$ cat config.mk
export PLATFORM = sky130hd
export DESIGN_NAME = bin_decode_scheduler
export DESIGN_NICKNAME = d
export VERILOG_FILES = /design/src/rtl/bin_decode_scheduler.sv
export SDC_FILE = /design/constraint.sdc
export NUM_CORES = 1
export LEC_CHECK = 0
export CORE_UTILIZATION = 25
export DETAILED_ROUTE_END_ITERATION = 12
export PLACE_DENSITY_LB_ADDON = 0.1
export RECOVER_POWER = 100
export SLEW_MARGIN = 25
export SYNTH_ARGS = -nofsm -noshare
export SYNTH_HDL_FRONTEND = slang
export SYNTH_SLANG_ARGS = --single-unit
$ cat constraint.sdc
create_clock -name clk -period 2.41 [get_ports clk]
set_input_delay 0.3615 -clock clk [delete_from_list [all_inputs] [get_ports clk]]
set_output_delay 0.3615 -clock clk [all_outputs]
set_load 0.02 [all_outputs]
$ cat src/rtl/bin_decode_scheduler.sv
// Issues Decoder steps from {pState,bypass,numBins} commands: 1 bin/step regular, up to BIN_WIDTH bypass; bins 1 cycle after dec_en.
// Decoder held off under dec_stall or output backpressure; optional SCHED_PERF_CNT_EN adds perf_bins/perf_stall counters.
module bin_decode_scheduler #(
  parameter int BIN_WIDTH = 4,
  parameter int NB_W      = 7
) (
  input  logic                           clk,
  input  logic                           reset,
  input  logic                           cmd_valid,
  output logic                           cmd_ready,
  input  logic [7:0]                     cmd_pstate,
  input  logic                           cmd_bypass,
  input  logic [NB_W-1:0]                cmd_num_bins,
  output logic                           dec_en,
  output logic                           dec_bypass,
  output logic [7:0]                     dec_pstate,
  output logic [$clog2(BIN_WIDTH)-1:0]   dec_n_bin,
  input  logic                           dec_stall,
  input  logic [BIN_WIDTH-1:0]           dec_bin,
  output logic                           bin_valid,
  input  logic                           bin_ready,
  output logic [BIN_WIDTH-1:0]           bin_data,
  output logic [$clog2(BIN_WIDTH):0]     bin_cnt,
  output logic                           bin_last,
  output logic                           cmd_done,
  output logic                           busy
`ifdef SCHED_PERF_CNT_EN
  ,
  output logic [31:0]                    perf_bins,
  output logic [31:0]                    perf_stall
`endif
);

  localparam int NBIN_W = $clog2(BIN_WIDTH);
  localparam int CNT_W  = $clog2(BIN_WIDTH) + 1;

  typedef enum logic {S_IDLE, S_RUN} state_t;

  state_t                r_state, w_state_nxt;
  logic [7:0]            r_pstate;
  logic                  r_bypass;
  logic [NB_W-1:0]       r_remaining;
  logic [BIN_WIDTH-1:0]  r_bin_data;
  logic [CNT_W-1:0]      r_bin_cnt;
  logic                  r_bin_valid;
  logic                  r_bin_last;
  logic                  r_cmd_done;
  logic [NB_W-1:0]       w_step;
  logic [BIN_WIDTH-1:0]  w_mask;
  logic                  w_accept;
  logic                  w_final;

  always_ff @(posedge clk or negedge reset) begin
    if (!reset) r_state <= S_IDLE;
    else        r_state <= w_state_nxt;
  end

  always_comb begin
    w_state_nxt = r_state;
    w_step      = NB_W'(1);
    w_mask      = '0;
    w_accept    = 1'b0;
    cmd_ready   = 1'b0;
    dec_en      = 1'b0;
    // Step size only matters in RUN; outside it dec_n_bin idles at 0.
    if (r_state == S_RUN && r_bypass) begin
      if (r_remaining > NB_W'(BIN_WIDTH)) w_step = NB_W'(BIN_WIDTH);
      else                                w_step = r_remaining;
    end
    for (int i = 0; i < BIN_WIDTH; i++) w_mask[i] = (NB_W'(i) < w_step);
    w_final = (w_step == r_remaining);
    case (r_state)
      S_IDLE: begin
        cmd_ready = 1'b1;
        w_accept  = cmd_valid;
        if (cmd_valid && (cmd_num_bins != '0)) w_state_nxt = S_RUN;
      end
      S_RUN: begin
        dec_en = !dec_stall && (!r_bin_valid || bin_ready);
        if (dec_en && w_final) w_state_nxt = S_IDLE;
      end
      default: w_state_nxt = S_IDLE;
    endcase
  end

  always_ff @(posedge clk or negedge reset) begin
    if (!reset) begin
      r_pstate    <= '0;
      r_bypass    <= 1'b0;
      r_remaining <= '0;
      r_bin_data  <= '0;
      r_bin_cnt   <= '0;
      r_bin_valid <= 1'b0;
      r_bin_last  <= 1'b0;
      r_cmd_done  <= 1'b0;
    end else begin
      r_cmd_done <= 1'b0;
      if (w_accept) begin
        r_pstate    <= cmd_pstate;
        r_bypass    <= cmd_bypass;
        r_remaining <= cmd_num_bins;
        r_cmd_done  <= (cmd_num_bins == '0);
      end
      if (dec_en) begin
        r_remaining <= r_remaining - w_step;
        r_bin_data  <= dec_bin & w_mask;
        r_bin_cnt   <= CNT_W'(w_step);
        r_bin_valid <= 1'b1;
        r_bin_last  <= w_final;
        r_cmd_done  <= w_final;
      end else if (r_bin_valid && bin_ready) begin
        r_bin_valid <= 1'b0;
      end
    end
  end

  assign dec_bypass = r_bypass;
  assign dec_pstate = r_pstate;
  assign dec_n_bin  = NBIN_W'(w_step - NB_W'(1));
  assign bin_valid  = r_bin_valid;
  assign bin_data   = r_bin_data;
  assign bin_cnt    = r_bin_cnt;
  assign bin_last   = r_bin_last;
  assign cmd_done   = r_cmd_done;
  assign busy       = (r_state != S_IDLE);

`ifdef SCHED_PERF_CNT_EN
  logic [31:0] r_perf_bins;
  logic [31:0] r_perf_stall;
  logic [32:0] w_bins_sum;

  assign w_bins_sum = {1'b0, r_perf_bins} + 33'(w_step);

  always_ff @(posedge clk or negedge reset) begin
    if (!reset) begin
      r_perf_bins  <= '0;
      r_perf_stall <= '0;
    end else begin
      if (dec_en) r_perf_bins <= w_bins_sum[32] ? 32'hFFFF_FFFF : w_bins_sum[31:0];
      if (r_state == S_RUN && !dec_en && r_perf_stall != 32'hFFFF_FFFF)
        r_perf_stall <= r_perf_stall + 32'd1;
    end
  end

  assign perf_bins  = r_perf_bins;
  assign perf_stall = r_perf_stall;
`endif

endmodule

==> reports/metrics.cfg, run 1 <==
[clocking]
clk_pin_slew_worst_paths_ns = 0.10
holdBufCountCts = 0
clk_path_buf_depth = 2
numCtsBuffers = 3
cts_tree = done
clk_latency_ns = 0.28
cts.sink_count = 27
cts-root-buf = clkbuf_8
htreeDepth = 1

[outcome]
violations = capacitance limit, slew limit
status = finished with violations

[flow_run]
cap_viol_max_count = 1

[critical_path]
r2r_cells = 8
path_cells = or4_4 > nor4_4 > inv_2 > ha_4 > nor2b_4 > o31a_1 > o2111a_1 > nor3_2
crit_type = reg -> reg
slowest_stage = or4_4
cpPeakStageDelay_ns = 0.59
worstPathArrival_ns = 2.58
r2r-end = r_remaining[5]
r2r_start = r_remaining[4]
worst_setup_path_end_kind = flip-flop
r2r_slack_ns = 0.03
critPathLaunchType = flip-flop
critPathMaxFanout = 3
crit_required_ns = 2.61

[layout]
final_nets = 271
synthToLayoutAreaGrowth_pct = 54.1
ff_latch_area_um2 = 676
fillers = 595
antennaDiodeCount = 0
multi_input_area_um2 = 873
fin_area_mm2 = 0.00233
final_layout_size_suffix_gt1_frac = 0.169

[sta]
tightestPinTransition_ns = 1.54
fin_tns_setup_ns = 0
hold_violations = 0
fin_skew_ns = 0.00302
period_minus_slack_ns = 2.38
min_period_over_period = 0.988
rsz0062_at_grt = yes
fmax_ghz = 0.420
slew_violations = 28
slew-limit-headroom = -0.0240
layout_setup_ws_ns = 0.0285
finalSetupViolCount = 0

[synth]
synth_area_leaders = dfrtp_1, nand2_1, ha_1
ys.flop_type = dfrtp_1
yosysMostFrequentCell = nand2_1
synth_commonest_cells = nand2_1, dfrtp_1, ha_1, o21ai_1, nor2b_1
async_reset_ff_frac = 1.00
ys_types = 43
synth_top_area_frac = 0.447
synth_edf_count = 0
netlist_instances = 168
yosysTopAreaCell = dfrtp_1
seq_area_frac_synth = 0.447
synth-seq-cells = 27
avgSynthCellArea_um2 = 8.99
ys_warn_count = 0
synth_area_mm2 = 0.00151

[floorplan]
die_w_um = 79.7
io_pins = 49
initial_core_util = 0.266
fp-row-count = 27
die_y_um = 79.7
core_mm2 = 0.00568
die_area_mm2 = 0.00636

[power_and_ir_drop]
p_switching_w = 0.00100
p_int_w = 0.00143
p_comb_frac = 0.587
vdd_drop_max_mv = 0.442
p_sw_frac = 0.413
seq_power_share = 0.303
p_leak_nw = 1.05
clockPowerShare = 0.110
powerDensity_mw_per_mm2 = 1040

[hold_path]
min_from = dec_pstate[0]
hold_path.class = reg -> reg
worst_hold_path.endpoint = dec_pstate[0]
worstHoldPathCells = 2

[route]
drt_pass1_iterations = 4
drt-initial-drc-count = 98
drc = 0
via_count = 1425
vias_per_cell = 4.61
avgRoutedWirePerCell_um = 13.5
routed_wirelength_um = 4160
drtAntennaViolNets = 0

[global_route]
overflow = 0
grt_pass1_wl_um = 7000
grt_start_max_net_pins = 28
antenna_found_initial = 0
grt_pass1_vias = 1426
track_usage = 0.146

[placement]
place_ws_ns = -0.0440
hpwl_um = 3160
io_buffers = 48
place.gp.congestion = 0.750
placed_cell_area_mm2 = 0.00221

cells by family after synthesis:
group / count (synthesis) / synth area share
simple gates: 83 / 0.268
compound gates: 33 / 0.154
flops: 27 / 0.447
buf+inv: 12 / 0.0307
fa+ha+maj: 8 / 0.0712
mux: 3 / 0.0207
other cells: 1 / 0.00248
xor+xnor: 1 / 0.00580
per-layer routing:
metal,track usage,vias to the layer above,share of wire
met3,0.0331,4,0.045
li1,-,719,-
met4,0.0382,0,0.010
met5,0,-,0
met2,0.231,33,0.47
met1,0.200,669,0.48
power groups by stage:
stage               clock network [W]  logic [W]  registers (W)
finish                       0.000268    0.00142       0.000736
global route                 0.000296    0.00160       0.000763
global placement                    0    0.00140       0.000742
detailed placement                  0    0.00139       0.000746
CTS                          0.000277    0.00145       0.000746
floorplan                           0   0.000643       0.000892
layout by cell type, fill, tap and decap left out, drive strengths merged, types with 2 or more instances in the layout:
master and count:
o221ai 2, buf 18, nor3 4, a31oi 2
dlygate4sd2 2, ha 7, o31a 2, nand3 2
mux2i 2, nor2b 6, dlygate4sd3 23, o31ai 3
nand2b 5, clkbuf 6, o21ai 10, inv 6
nor4 3, clkdlybuf4s50 23, dfrtp 27, conb 4
nor2 5, or4 2, o21a 2, a21oi 5
nand2 50
through the flow:
step	hold WS, ns	power [W]	util	cells
after floorplan	0.0659	0.00154	-	171
after global placement	0.457	0.00215	0.390	303
after detailed placement	0.466	0.00213	0.390	303
after CTS	0.470	0.00248	0.408	308
after global routing	0.506	0.00265	0.410	309
final	0.480	0.00243	0.410	309
cell type report:
cell class	instances	area share
repair buffers	68	0.267
multi-input cells	132	0.375
clock buffers	4	0.0194
well taps	72	0.0387
inverters	6	0.00968
flip-flops and latches	27	0.290
critical path, delay by kind of cell (launching register included):
family / cells / cell delay, ns
adders and majority gates: 1 / 0.22
and+or+nand+nor: 4 / 1.09
AOI/OAI and AO/OA: 2 / 0.54
buffers and inverters: 1 / 0.08
DFF: 1 / 0.39
what timing repair did:
action / CTS / global route
setup endpoints to repair: 4 / 4
gates cloned: 0 / 0
endpoints found under the hold margin: 0 / 0
setup buffers: 1 / 1
resized for setup: 10 / 4
pin swaps: 0 / 0
worst max path at each step:
stage | start | endpoint | slack (ns) | cells past startpoint
2_1_floorplan | r_remaining[4] | r_remaining[6] | 0.03 | 10
3_3_place_gp | r_remaining[4] | r_remaining[5] | -0.05 | 8
3_5_place_dp | r_remaining[4] | r_remaining[6] | -0.04 | 10
4_1_cts | r_remaining[4] | r_remaining[5] | -0.004 | 8
5_1_grt | r_remaining[4] | r_remaining[6] | -0.10 | 10
6_report | r_remaining[4] | r_remaining[5] | 0.03 | 8
registers in the layout (all words and copies together) (netlist names):
register     count
bin_cnt          3
bin_data         4
bin_last         1
bin_valid        1
busy             1
cmd_done         1
dec_bypass       1
dec_pstate       8
r_remaining      7
No activity file was read; power rests on OpenSTA's default activity.
==> run 2: changes to the inputs <==
--- a/config.mk
+++ b/config.mk
@@ -7,9 +7,11 @@
 export LEC_CHECK = 0
 export CORE_UTILIZATION = 25
 export DETAILED_ROUTE_END_ITERATION = 12
+export HOLD_SLACK_MARGIN = 0.06
 export PLACE_DENSITY_LB_ADDON = 0.1
 export RECOVER_POWER = 100
 export SLEW_MARGIN = 25
 export SYNTH_ARGS = -nofsm -noshare
 export SYNTH_HDL_FRONTEND = slang
 export SYNTH_SLANG_ARGS = --single-unit
+export TNS_END_PERCENT = 30
==> run 2 against run 1 <==
The run ends with capacitance limit, slew limit, setup timing left; critical path depth unchanged; core utilization rose by 0.49 points; die area did not move; combinational power grew 7%; highest routed layer unchanged; via count is 0.49% lower; sequential share of layout area shrank 0.34 points; routed wire length up 3.7%; total power increased by 3.7%; largest power group unchanged; largest cell class unchanged; final cell count grew 0.32%; cell area rose by 1.2%; count of clock-buffer cells in the layout is 1 lower.
==> reports/metrics.cfg, run 2 (same netlist as run 1, synthesis figures left out) <==
[sta]
fmax_ghz = 0.405  ; -3.6%
finalSetupViolCount = 2  ; +2
slew-limit-headroom = -0.0115  ; +0.0126
fin_skew_ns = 0.00225  ; -0.000780 ns
rsz0062_at_grt = yes
period_minus_slack_ns = 2.47  ; +0.0894 ns
slew_violations = 28  ; unchanged
hold_violations = 0  ; unchanged
holdWs_ns = 0.478  ; -0.00135 ns
min_period_over_period = 1.03  ; +0.0371
layout_setup_ws_ns = -0.0610  ; -0.0894 ns
tightestPinTransition_ns = 1.52  ; -0.0188 ns

[route]
drt_pass1_iterations = 4  ; unchanged
drtAntennaViolNets = 0  ; unchanged
vias_per_cell = 4.57  ; -0.81%
drc = 0  ; unchanged
drt-initial-drc-count = 54  ; -45%
via_count = 1418  ; -0.49%
routed_wirelength_um = 4320  ; +3.7%
avgRoutedWirePerCell_um = 13.9  ; +3.4%

[critical_path]
crit_required_ns = 2.58  ; -0.03 ns
critPathMaxFanout = 3  ; unchanged
worstPathArrival_ns = 2.64  ; +0.06 ns
r2r_cells = 8  ; unchanged
critPathLaunchType = flip-flop
crit_type = reg -> reg
cpPeakStageDelay_ns = 0.56  ; -0.03 ns
path_cells = or4_4 > nor4_4 > inv_2 > ha_4 > nor2b_4 > o31a_1 > nor4b_2 > nor3_2
slowest_stage = or4_4
worst_setup_path_end_kind = flip-flop

[clocking]
clk_path_buf_depth = 2  ; unchanged
holdBufCountCts = 0  ; unchanged
numCtsBuffers = 3  ; unchanged
cts.sink_count = 27  ; unchanged
clk_pin_slew_worst_paths_ns = 0.10  ; about the same
cts-root-buf = clkbuf_8
cts_tree = done
htreeDepth = 1  ; unchanged
clk_latency_ns = 0.27  ; about the same

[floorplan]
core_mm2 = 0.00568  ; unchanged
die_y_um = 79.7  ; unchanged
fp-row-count = 27  ; unchanged
initial_core_util = 0.266  ; unchanged
die_w_um = 79.7  ; unchanged
io_pins = 49  ; unchanged
die_area_mm2 = 0.00636  ; unchanged

[layout]
final_layout_size_suffix_gt1_frac = 0.185  ; +0.0161
multi_input_area_um2 = 890  ; +1.9%
synthToLayoutAreaGrowth_pct = 55.9
final_common_cell = nand2_1
antennaDiodeCount = 0  ; unchanged
largest_register_ff_count = 8  ; unchanged
mostFrequentLayoutCells = nand2_1, dfrtp_1, dlygate4sd3_1
final_nets = 272  ; +0.37%
ff_latch_area_um2 = 676  ; unchanged
fillers = 579  ; -2.7%

[power_and_ir_drop]
p_leak_nw = 1.07  ; +1.6%
fin_total_pwr_w = 0.00252  ; +3.7%
powerDensity_mw_per_mm2 = 1070  ; +2.4%
vdd_drop_max_mv = 0.355  ; -20%

[flow_run]
cap_viol_max_count = 1  ; unchanged

[placement]
place.gp.congestion = 0.767  ; +2.2%
io_buffers = 48  ; unchanged
hpwl_um = 3260  ; +3.0%

[global_route]
overflow = 0  ; unchanged
track_usage = 0.143  ; -0.00361
gr-max-usage-layer = met2
grt_start_max_net_pins = 28  ; unchanged
grt_pass1_vias = 1387  ; -2.7%
grt_use_met1 = 0.201  ; +0.00127
antenna_found_initial = 0  ; unchanged
grt_pass1_wl_um = 6920  ; -1.1%
use_met3 = 0.0217  ; -0.0114
met2_usage = 0.225  ; -0.00598

[hold_path]
worstHoldPathCells = 2  ; unchanged
hold_path.class = reg -> reg

[outcome]
violations = capacitance limit, slew limit, setup timing
status = finished with violations

[run 2: cell types whose count changed in the layout (fill, tap and decap cells not counted), sizes merged]
cell,delta
dlygate4sd2,-2
dlymetal6s2s,+2
buf,-1
clkbuf,+1
clkdlybuf4s50,-1
clkinvlp,+1
dlygate4sd3,+1
[run 2: per-layer routing]
layer  vias to the layer above  wire (um)
li1                        721          -
met1                       653       2070
met2                        40       1990
met3                         4        213
met4                         0         41
met5                         -          0
[run 2: what timing repair did]
item	CTS	global route
resized for setup	1	18
pin swaps	0	6
setup buffers	0	3
endpoints found under the setup margin	5	7
[run 2: final cells by class]
class	instances	share of cell area
multi-input cells	132	0.378
flip-flops and latches	27	0.287
repair buffers	69	0.267
well taps	72	0.0383
clock buffers	3	0.0175
inverters	6	0.00956
clock inverters	1	0.00319
[run 2: metrics by stage]
stage / area [um2] / setup TNS (ns) / std cells / setup WS (ns) / util
after global routing: 2350 / -0.555 / 310 / -0.175 / 0.415
after CTS: 2260 / -0.0404 / 307 / -0.0404 / 0.398
after global placement: 2210 / -0.0499 / 303 / -0.0499 / 0.389
final: 2350 / -0.0781 / 310 / -0.0610 / 0.415
after detailed placement: 2210 / -0.0331 / 303 / -0.0223 / 0.389
after floorplan: 1530 / -0.0261 / 171 / -0.0181 / -
[run 2: report_power, final]
group,switching [W],leakage [nW],internal [W]
registers,0.0000996,0.333,0.000621
logic,0.000784,0.712,0.000739
clock network,0.000156,0.0217,0.000118
total,0.00104,1.07,0.00148
[run 2: worst max-delay path: cells and delay by family (launching register included)]
family | cells | cell delay, ns
AOI/OAI and AO/OA | 1 | 0.33
adders and majority gates | 1 | 0.22
buffers and inverters | 1 | 0.09
DFF | 1 | 0.39
and+or+nand+nor | 5 | 1.32
[run 2: path summary, 6_finish.rpt]
check,end,start,slack [ns]
max in group asynchronous,bin_last,reset,0.56
hold / removal,dec_pstate[4],dec_pstate[4],0.48
min in group asynchronous,bin_data[3],reset,0.98
setup reg to reg,r_remaining[5],r_remaining[6],-0.06
setup / recovery,r_remaining[5],r_remaining[6],-0.06
hold reg to reg,dec_pstate[4],dec_pstate[4],0.48
==> run 3: changes to the inputs <==
--- a/config.mk
+++ b/config.mk
@@ -6,9 +6,10 @@
 export NUM_CORES = 1
 export LEC_CHECK = 0
 export CORE_UTILIZATION = 25
+export CTS_CLUSTER_SIZE = 28
 export DETAILED_ROUTE_END_ITERATION = 12
 export HOLD_SLACK_MARGIN = 0.06
-export PLACE_DENSITY_LB_ADDON = 0.1
+export PLACE_DENSITY = 0.51
 export RECOVER_POWER = 100
 export SLEW_MARGIN = 25
 export SYNTH_ARGS = -nofsm -noshare
==> run 3 against run 2 <==
The run ends with setup timing left; flip-flop and latch count unchanged; clock skew about the same; routed wire length shrank 6.4%; global-route usage down 0.71 points; combinational power shrank 5%; largest cell class unchanged; highest routed layer unchanged.
==> reports/metrics.cfg, run 3 (same netlist as run 1, synthesis figures left out) <==
[layout]
fin_cells = 308  ; -0.65%
final_util = 0.410  ; -0.00529
multi_input_area_um2 = 867  ; -2.5%
final_common_cell = nand2_1
final_layout_size_suffix_gt1_frac = 0.169  ; -0.0154
largest_register_ff_count = 8  ; unchanged
antennaDiodeCount = 0  ; unchanged
ff_latch_area_um2 = 676  ; unchanged
fillers = 589  ; +1.7%
mostFrequentLayoutCells = nand2_1, dfrtp_1, clkdlybuf4s50_1
final_nets = 270  ; -0.74%
synthToLayoutAreaGrowth_pct = 53.9

[clocking]
clk_latency_ns = 0.28  ; about the same
clk_pin_slew_worst_paths_ns = 0.10  ; about the same
cts_tree = done
htreeDepth = 1  ; unchanged
clk_path_buf_depth = 2  ; unchanged
cts.sink_count = 27  ; unchanged
numCtsBuffers = 3  ; unchanged
holdBufCountCts = 0  ; unchanged
cts-root-buf = clkbuf_8

[floorplan]
core_mm2 = 0.00568  ; unchanged
io_pins = 49  ; unchanged
die_area_mm2 = 0.00636  ; unchanged
die_y_um = 79.7  ; unchanged
fp-row-count = 27  ; unchanged
die_w_um = 79.7  ; unchanged
initial_core_util = 0.266  ; unchanged

[hold_path]
hold_path.class = reg -> reg

[power_and_ir_drop]
powerDensity_mw_per_mm2 = 1050  ; -1.3%
p_comb_frac = 0.589  ; -0.016
vdd_drop_max_mv = 0.451  ; +27%
p_switching_w = 0.00101  ; -3.0%
p_leak_nw = 1.06  ; -0.98%
clockPowerShare = 0.109  ; about the same
p_sw_frac = 0.412  ; -0.00169
p_int_w = 0.00144  ; -2.3%
seq_power_share = 0.302  ; +0.016

[route]
drt_pass1_iterations = 4  ; unchanged
drc = 0  ; unchanged
routed_wirelength_um = 4040  ; -6.4%
avgRoutedWirePerCell_um = 13.1  ; -5.8%
drt-initial-drc-count = 66  ; +22%
vias_per_cell = 4.69  ; +2.6%
drtAntennaViolNets = 0  ; unchanged
via_count = 1446  ; +2.0%

[placement]
io_buffers = 48  ; unchanged
hpwl_um = 3120  ; -4.2%
placed_cells_incl_taps = 301  ; -0.66%
place.gp.congestion = 0.806  ; +5.1%

[critical_path]
critPathMaxFanout = 3  ; unchanged
critPathLaunchType = flip-flop
r2r_slack_ns = -0.09  ; -0.03 ns
worstPathArrival_ns = 2.67  ; +0.03 ns
worst_setup_path_end_kind = flip-flop
crit_type = reg -> reg
crit_required_ns = 2.58  ; about the same

[global_route]
grt_pass1_wl_um = 6620  ; -4.4%
grt_start_max_net_pins = 28  ; unchanged
overflow = 0  ; unchanged
grt_pass1_vias = 1370  ; -1.2%
track_usage = 0.135  ; -0.00712
antenna_found_initial = 0  ; unchanged

[sta]
rsz0062_at_grt = yes
finalSetupViolCount = 2  ; unchanged
fin_skew_ns = 0.00256  ; +0.000314 ns
tightestPinTransition_ns = 1.46  ; -0.0557 ns
slew-limit-headroom = 0.0257  ; +0.0371
hold_violations = 0  ; unchanged
slew_violations = 0  ; -100%
min_period_over_period = 1.04  ; +0.0118
layout_setup_ws_ns = -0.0895  ; -0.0285 ns
period_minus_slack_ns = 2.50  ; +0.0285 ns
fmax_ghz = 0.400  ; -1.1%

[outcome]
status = finished with violations
violations = setup timing

[flow_run]
cap_viol_max_count = 0  ; -1

## run 3: critical path: stages (launching register included)
cell     delay (ns)
dfrtp_1        0.40
or4_4          0.58
nor4_4         0.28
inv_2          0.09
ha_4           0.22
nor2b_1        0.14
o31a_1         0.34
nor4b_2        0.27
nor3_2         0.07
## run 3: through the flow
stage          TNS, ns  hold WS, ns  total power [W]  area [um2]  setup slack (ns)
6_report        -0.158        0.479          0.00245        2320           -0.0895
3_5_place_dp   -0.0203        0.466          0.00211        2190           -0.0190
5_1_grt         -0.678        0.512          0.00266        2320            -0.212
4_1_cts        -0.0318        0.463          0.00238        2240           -0.0318
2_1_floorplan  -0.0261       0.0659          0.00152        1530           -0.0181
3_3_place_gp         0        0.457          0.00211        2190            0.0280
## run 3: worst paths after layout
| kind | from | end | cells past startpoint |
|---|---|---|---|
| setup / recovery | r_remaining[2] | r_remaining[5] | 8 |
| hold reg to reg | dec_pstate[7] | dec_pstate[7] | 2 |
| min in group asynchronous | reset | bin_data[3] | 2 |
| max in group asynchronous | reset | cmd_done | 2 |
| setup reg to reg | r_remaining[2] | r_remaining[5] | 8 |
| hold / removal | dec_pstate[7] | dec_pstate[7] | 2 |
## run 3: final cells by class
type	instances	area share
Tap cell	72	0.0388
Multi-Input combinational cell	132	0.373
Inverter	6	0.00969
Clock inverter	1	0.00323
Sequential cell	27	0.291
Timing Repair Buffer	67	0.267
Clock buffer	3	0.0178
## run 3: repair_timing
item                       in CTS  in global routing
gates resized for setup         1                 11
setup endpoints to repair       4                  7
pin swaps                       0                  5
setup buffers                   0                  3
## run 3: metal layers
metal  share of wire  global-route usage
met5               0                   0
met4          0.0097              0.0382
met3           0.061              0.0263
met2            0.46               0.213
met1            0.47               0.187
## run 3: power by group through the flow
stage	Clock [W]	Combinational, W	Sequential (W)
after floorplan	0	0.000635	0.000890
after global placement	0	0.00136	0.000747
after detailed placement	0	0.00136	0.000752
after CTS	0.000277	0.00136	0.000744
after global routing	0.000295	0.00160	0.000763
final	0.000268	0.00144	0.000740
